===== config.mk =====
export PLATFORM = sky130hd
export DESIGN_NAME = bw_clk_gl_vrt_seq
export DESIGN_NICKNAME = d
export VERILOG_FILES = /design/src/rtl/bw_clk_gl_vrt_seq.sv
export SDC_FILE = /design/constraint.sdc
export NUM_CORES = 1
export LEC_CHECK = 0
export CAP_MARGIN = 25
export CORE_UTILIZATION = 55
export CTS_CLUSTER_SIZE = 25
export DETAILED_ROUTE_END_ITERATION = 10
export DONT_BUFFER_PORTS = 1
export GPL_TIMING_DRIVEN = 0
export PLACE_DENSITY = 0.7
export SLEW_MARGIN = 20
export SYNTH_ARGS = -nofsm -noshare
export SYNTH_HDL_FRONTEND = slang
export SYNTH_SLANG_ARGS = --single-unit

===== constraint.sdc =====
create_clock -name gclk -period 3.2 [get_ports gclk]
set_input_delay 0.64 -clock gclk [delete_from_list [all_inputs] [get_ports gclk]]
set_output_delay 0.64 -clock gclk [all_outputs]
set_load 0.02 [all_outputs]

===== src/rtl/bw_clk_gl_vrt_seq.sv =====
// Staggered leaf clock-gate enable sequencer for the vertical clock spine; ramps one channel at a time.
// Optional: define BW_CLK_GL_VRT_SEQ_SYNC_EN to pass cken_req through a 2-flop synchroniser.
module bw_clk_gl_vrt_seq #(
    parameter int NCH   = 3,
    parameter int NLEAF = 8,
    parameter int GRP   = 2,
    parameter int DLYW  = 4
) (
    input  logic                   gclk,
    input  logic                   arst_l,
    input  logic [NCH-1:0]         cken_req,
    input  logic [DLYW-1:0]        step_dly,
    output logic [NCH*NLEAF-1:0]   leaf_en,
    output logic [NCH-1:0]         ch_on,
    output logic                   busy
);

    localparam int NSTEP = NLEAF / GRP;
    localparam int NW    = NCH * NLEAF;
    localparam int CHW   = (NCH > 1) ? $clog2(NCH) : 1;
    localparam int STW   = (NSTEP > 1) ? $clog2(NSTEP) : 1;
    localparam logic [NW-1:0] GMASK = NW'({GRP{1'b1}});

    typedef enum logic [1:0] {S_IDLE, S_UP, S_DN} state_t;

    state_t          r_state, w_state_nxt;
    logic [CHW-1:0]  r_ptr, r_act, w_ptr_nxt, w_act_nxt, w_sel, w_ch;
    logic [STW-1:0]  r_step, w_step_nxt, w_grp;
    logic [DLYW-1:0] r_cnt, w_cnt_nxt;
    logic [NW-1:0]   r_leaf, w_leaf_nxt, w_mask;
    logic [NCH-1:0]  r_chon, w_chon_nxt, w_req, w_pend;
    logic            r_busy, w_wr, w_wr_on, w_fin;

`ifdef BW_CLK_GL_VRT_SEQ_SYNC_EN
    logic [NCH-1:0] r_req_s1, r_req_s2;

    always_ff @(posedge gclk or negedge arst_l) begin
        if (!arst_l) begin
            r_req_s1 <= '0;
            r_req_s2 <= '0;
        end else begin
            r_req_s1 <= cken_req;
            r_req_s2 <= r_req_s1;
        end
    end
    assign w_req = r_req_s2;
`else
    assign w_req = cken_req;
`endif

    // Round-robin search starting at the pointer; returns the first pending channel.
    function automatic logic [CHW-1:0] rr_pick(input logic [NCH-1:0] pend, input logic [CHW-1:0] ptr);
        logic [CHW-1:0] pick;
        logic           hit;
        int             idx;
        pick = ptr;
        hit  = 1'b0;
        for (int i = 0; i < NCH; i++) begin
            idx = int'(ptr) + i;
            if (idx >= NCH) idx = idx - NCH;
            if (!hit && pend[CHW'(idx)]) begin
                hit  = 1'b1;
                pick = CHW'(idx);
            end
        end
        return pick;
    endfunction

    always_comb begin
        w_pend = w_req ^ r_chon;
        if (r_state != S_IDLE) w_pend[r_act] = 1'b0;
    end

    assign w_sel = rr_pick(w_pend, r_ptr);

    always_comb begin
        // NOTE: every signal gets its hold value first so no path can infer a latch.
        w_state_nxt = r_state;
        w_ptr_nxt   = r_ptr;
        w_act_nxt   = r_act;
        w_step_nxt  = r_step;
        w_cnt_nxt   = r_cnt;
        w_chon_nxt  = r_chon;
        w_ch        = r_act;
        w_grp       = r_step;
        w_wr        = 1'b0;
        w_wr_on     = 1'b0;

        case (r_state)
            S_IDLE: begin
                if (|w_pend) begin
                    w_ch      = w_sel;
                    w_act_nxt = w_sel;
                    w_cnt_nxt = step_dly;
                    w_wr      = 1'b1;
                    w_wr_on   = w_req[w_sel];
                    w_grp     = w_req[w_sel] ? '0 : STW'(NSTEP - 1);
                end
            end
            default: begin
                if (r_cnt != '0) begin
                    w_cnt_nxt = r_cnt - 1'b1;
                end else begin
                    // Step event: direction follows the live request, so a reversal
                    // first undoes the group touched by the previous step.
                    w_cnt_nxt = step_dly;
                    w_wr      = 1'b1;
                    w_wr_on   = w_req[r_act];
                    if (w_req[r_act])
                        w_grp = (r_state == S_UP) ? STW'(int'(r_step) + 1) : r_step;
                    else
                        w_grp = (r_state == S_DN) ? STW'(int'(r_step) - 1) : r_step;
                end
            end
        endcase

        if (w_wr) begin
            w_step_nxt  = w_grp;
            w_state_nxt = w_wr_on ? S_UP : S_DN;
        end

        w_mask     = GMASK << (int'(w_ch) * NLEAF + int'(w_grp) * GRP);
        w_leaf_nxt = r_leaf;
        if (w_wr) w_leaf_nxt = w_wr_on ? (r_leaf | w_mask) : (r_leaf & ~w_mask);

        if (w_wr && !w_wr_on) w_chon_nxt[w_ch] = 1'b0;

        w_fin = w_wr && (w_wr_on ? (int'(w_grp) == NSTEP - 1) : (w_grp == '0));
        if (w_fin) begin
            w_state_nxt = S_IDLE;
            w_ptr_nxt   = (int'(w_ch) == NCH - 1) ? '0 : CHW'(int'(w_ch) + 1);
            if (w_wr_on) w_chon_nxt[w_ch] = 1'b1;
        end
    end

    always_ff @(posedge gclk or negedge arst_l) begin
        if (!arst_l) begin
            r_state <= S_IDLE;
            r_ptr   <= '0;
            r_act   <= '0;
            r_step  <= '0;
            r_cnt   <= '0;
            r_leaf  <= '0;
            r_chon  <= '0;
            r_busy  <= 1'b0;
        end else begin
            // NOTE: non-blocking updates so every register sees pre-edge values.
            r_state <= w_state_nxt;
            r_ptr   <= w_ptr_nxt;
            r_act   <= w_act_nxt;
            r_step  <= w_step_nxt;
            r_cnt   <= w_cnt_nxt;
            r_leaf  <= w_leaf_nxt;
            r_chon  <= w_chon_nxt;
            r_busy  <= (w_state_nxt != S_IDLE);
        end
    end

    assign leaf_en = r_leaf;
    assign ch_on   = r_chon;
    assign busy    = r_busy;

endmodule


# == Word level (Yosys, flattened, before mapping) ==
# Index checks and enable logic that the tools add are counted.
# classes
n_addsub,10
n_mul,0
n_div,0
magnitude_cmp,11
eq_ne,5
n_shift,1
n_mux,53
bitwise_logic,9
reduce_logical,15
# ops
cell,count
two-way mux 2 bit,19
AND 24 bit,1
two-way mux 24 bit,1
NOT 24 bit,1
bitwise OR 24 bit,1
"<< shifter 2 x 6 -> 24 bit, first input constant",1
two-way mux 1 bit,19
"less-than comparator 2 x 4 -> 1 bit, second input constant",3
two-way mux 3 bit,4
two-way mux 4 bit,3
binary-select mux 1 bit (select 2 bit),5
"less-than comparator 2 x 3 -> 1 bit, second input constant",3
adder 5 x 3 -> 6 bit,1
AND 3 bit,2
"greater-or-equal comparator 3 x 2 -> 1 bit, second input constant",2
logical AND 1 bit,6
NOT 3 bit,2
"subtractor 2 bit, second input constant",3
"adder 2 x 1 -> 2 bit, second input constant",2
demux 1 bit (select 2 bit),2
"equality test 2 x 1 -> 1 bit, second input constant",2
"equality test 2 bit, second input constant",2
"greater-or-equal comparator 2 x 1 -> 1 bit, second input constant",2
logical NOT 2 bit,2
other kinds (12),15
# totals
register_bits,40
latchBits,0
mem_bits_rw,0
rom_bits,0
output_inout_bits,28
elab_cells,112
n_memories,0

# == Depth between registers and ports, before layout ==
# logic_depth
depth_word,29
depth_mapped,13

# == Least setup slack after synthesis ==
# No wires, ideal clock.
# synth_path
path_type,register to register
start,reg r_ptr[1]
end,reg (tool-made name)
setup_ns,0.128
arrival_time_ns,2.700
required_time_ns,3.072
path_slack_ns,0.373
path_stages_with_launch,11
path_buffers,1
cell_sequence,dfrtp_1 -> ha_1 -> clkbuf_1 -> a221o_1 -> o2111ai_2 -> a221oi_4 -> nor2_1 -> a31o_2 -> o21ai_2 -> nor2b_1 -> mux2_1
# synth_rtl
item,line,source
from (decl),27,"logic [CHW-1:0] r_ptr, r_act, w_ptr_nxt, w_act_nxt, w_sel, w_ch;"
from (signal assigned),149,r_ptr <= w_ptr_nxt;

==> reports/metrics.csv <==
stage,metric,value,unit
status,status,completed,
detailed_routing,met3 routed WL,316,microns
sta,Max Transition Viols Final,0,
sta,final hold vios,0,
detailed_routing,WL met1,2020,microns
cts,"Clk pin slew, worst setup/hold paths",0.10,ns
final_layout,"non-filler cells, final",272,
sta,slew margin rel.,0.537,
yosys,Synth Warn #,0,
placement,number of port buffers,0,
cts,"Clk Latency, worst-skew pair",0.28,ns
final_layout,FILL cells,298,
global_route,initial antenna violation count,0,
sta,Fin Clk Skew,0.00971,ns
hold_path,Min-Delay Path Class,input port to async pin,
final_layout,"Area growth, synth to finish",9.43,%
yosys,"EDFF count, synth",0,
cts,htree depth,1,
sta,unrepaired setup endpoints after global routing,true,
global_route,vias in the first global route,1730,
yosys,register bit total from synthesis,28,
die,die height,63.1,microns
setup_path,Arrival @ worst endpoint,3.20,ns
final_layout,Final Util,0.649,
detailed_routing,via count,1761,
setup_path,CP Max Fanout,10,
final_layout,post-route cell area,2250,sq um
cts,Num CTS Buffers,3,
detailed_routing,Max Used Layer,met4,
detailed_routing,initial detailed-routing violation count,88,
yosys,register area share after synthesis,0.341,
detailed_routing,"antenna viol nets, final",0,
placement,DP HPWL,3740,microns
die,I/O Pins,37,
cts,clock root buffer,clkbuf_8,
yosys,syn_area_per_cell,9.30,sq um
setup_path,critical path capture point type,flop,
cts,CTS tree,done,
global_route,GR Overflow Total,0,
die,num rows,21,
sta,final period utilization,0.945,
setup_path,Setup CP Type,flop to flop,
cts,clock sink total,28,
sta,Worst-Margin Slew,0.692,ns
setup_path,crit start category,flop,
die,initial core utilization,0.593,
yosys,cells after synthesis,221,
detailed_routing,met2 wire length,2480,microns
final_layout,layout cell share with drive strength beyond 1,0.265,
yosys,Async SR Flop Fraction,1.00,
placement,routability congestion estimate from global placement,0.910,
yosys,"Cell Area, Synth",2060,sq um
global_route,Total Routing Usage GR,0.256,
detailed_routing,routed length per placed instance,18.0,microns
final_layout,nets,239,
detailed_routing,DRC Markers,0,
placement,placed cell area,2110,sq um
detailed_routing,Pre-antenna DRT Iters,4,
yosys,synth unique cells,69,
sta,Max Clock Freq,331,MHz
detailed_routing,Vias/cell,6.47,
setup_path,Critical Path RT,3.37,ns
global_route,largest net degree at the start of global routing,29,
final_layout,# diodes,0,
sta,post-route minimum period,3.02,ns
sta,Sum Neg Setup Slack,0,ns
yosys,main flop type after synthesis,dfrtp_1,
global_route,first-pass GRT wire length,8000,microns
sta,Final setup viols,0,
detailed_routing,routed wire length,4890,microns
die,Die Width,63.1,microns
cts,Max clock buf depth,2,
yosys,Syn Nets,233,
die,die area,3990,sq um
die,core area,3470,sq um
run,# Max-Cap Violations,0,
placement,Placed Instances,267,
## layout make-up
cell class / instances / area, sq um / share of cell area
clock buffer: 4 / 55.1 / 0.0245
sequential: 28 / 701 / 0.311
timing repair buffer: 3 / 22.5 / 0.0100
multi-input combinational: 165 / 1260 / 0.561
buffer: 17 / 119 / 0.0528
inverter: 9 / 33.8 / 0.0150
tap: 46 / 57.6 / 0.0256
## cells by family after synthesis
family	Yosys count	share of synthesized area
AO/OA/AOI/OAI	76	0.301
AND/OR/NAND/NOR	70	0.180
buffers and inverters	28	0.0773
flip-flops	28	0.341
multiplexers	13	0.0700
XOR/XNOR	3	0.0128
adder cells (fa/ha/maj)	3	0.0183
## metrics by stage
step / setup slack [ns] / hold slack, ns
floorplan: 0.373 / 0.344
detailed placement: 0.0319 / 0.345
global placement: 0.114 / 0.345
global route: -0.0328 / 0.0248
CTS: 0.0169 / 0.0356
finish: 0.175 / 0.0363
## path summary, 6_finish.rpt
| check | slack, ns | cells past startpoint | endpoint | startpoint |
|---|---|---|---|---|
| max | 0.18 | 10 | flop | r_ptr[0]$_DFFE_PN0P_ |
| min | 0.04 | 0 | r_cnt[1]$_DFFE_PN0P_ | arst_l |
| max reg2reg | 0.18 | 10 | flop | r_ptr[0]$_DFFE_PN0P_ |
| min reg2reg | 0.51 | 1 | r_cnt[0]$_DFFE_PN0P_ | r_cnt[0]$_DFFE_PN0P_ |
| max in group asynchronous | 3.07 | 0 | async pin | arst_l |
| min in group gclk | 0.48 | 2 | r_cnt[1]$_DFFE_PN0P_ | step_dly[1] |
## critical path: stages, from the launching register on
cell and delay, ns:
dfrtp_1 0.39, inv_1 0.11, ha_2 0.35, a221o_1 0.42, o2111ai_2 0.14, a221oi_4 0.13
o31ai_4 0.37, o211a_1 0.27, nand2_2 0.12, nor3_1 0.27, mux2_1 0.35
## placed cells by master, fill, tap and decap left out, types with 3 or more instances in the layout
cell type  synthesis  final
nand3_1            4      4
nor2_1            15     15
a21oi_1           13     13
mux2_2             5      5
o211ai_1           3      3
nand2_1           18     18
dfrtp_1           28     28
buf_4             12     15
mux2_1             6      6
clkbuf_8           0      4
nor3_1             9      8
o211a_1            4      4
inv_1              8      8
o21ai_1            6      6
a31oi_1            4      4
o21ai_0           11     10
nor2b_1            4      4
## metal layers
layer,vias to the layer above,track usage
met2,60,0.426
li1,824,-
met1,869,0.329
met4,0,0.0814
met5,-,0
met3,8,0.0562
## what timing repair did
action / 4_1_cts / 5_1_grt
gates resized for setup: 0 / 14
buffers inserted: 0 / 3
setup endpoints to repair: 0 / 16
hold buffers: 0 / 0
## Yosys cell counts, drive strengths merged, types with 2 or more instances
library cell	instances	area (sq um)
inv	9	33.8
nor3b	2	15.0
a32oi	2	17.5
mux2	11	124
nor2	16	62.6
clkbuf	4	15.0
nand3	4	20.0
o31ai	2	33.8
nor3	10	61.3
o22ai	4	31.3
mux2i	2	20.0
o221ai	2	23.8
nand4	2	12.5
a31oi	4	25.0
nand2b	3	26.3
o21a	2	15.0
nor4	3	25.0
xor2	2	17.5
o21ai	20	119
o211ai	3	22.5
nor2b	4	25.0
a221o	2	20.0
a221oi	2	35.0
ha	3	37.5
buf	15	110
nand2	20	80.1
o211a	4	40.0
dfrtp	28	701
a21oi	14	73.8
and2	3	21.3
a211oi	2	20.0
or2	2	12.5
Power is not shown: default switching activity piles up to over one toggle a cycle in this logic, so the estimate is an artifact.
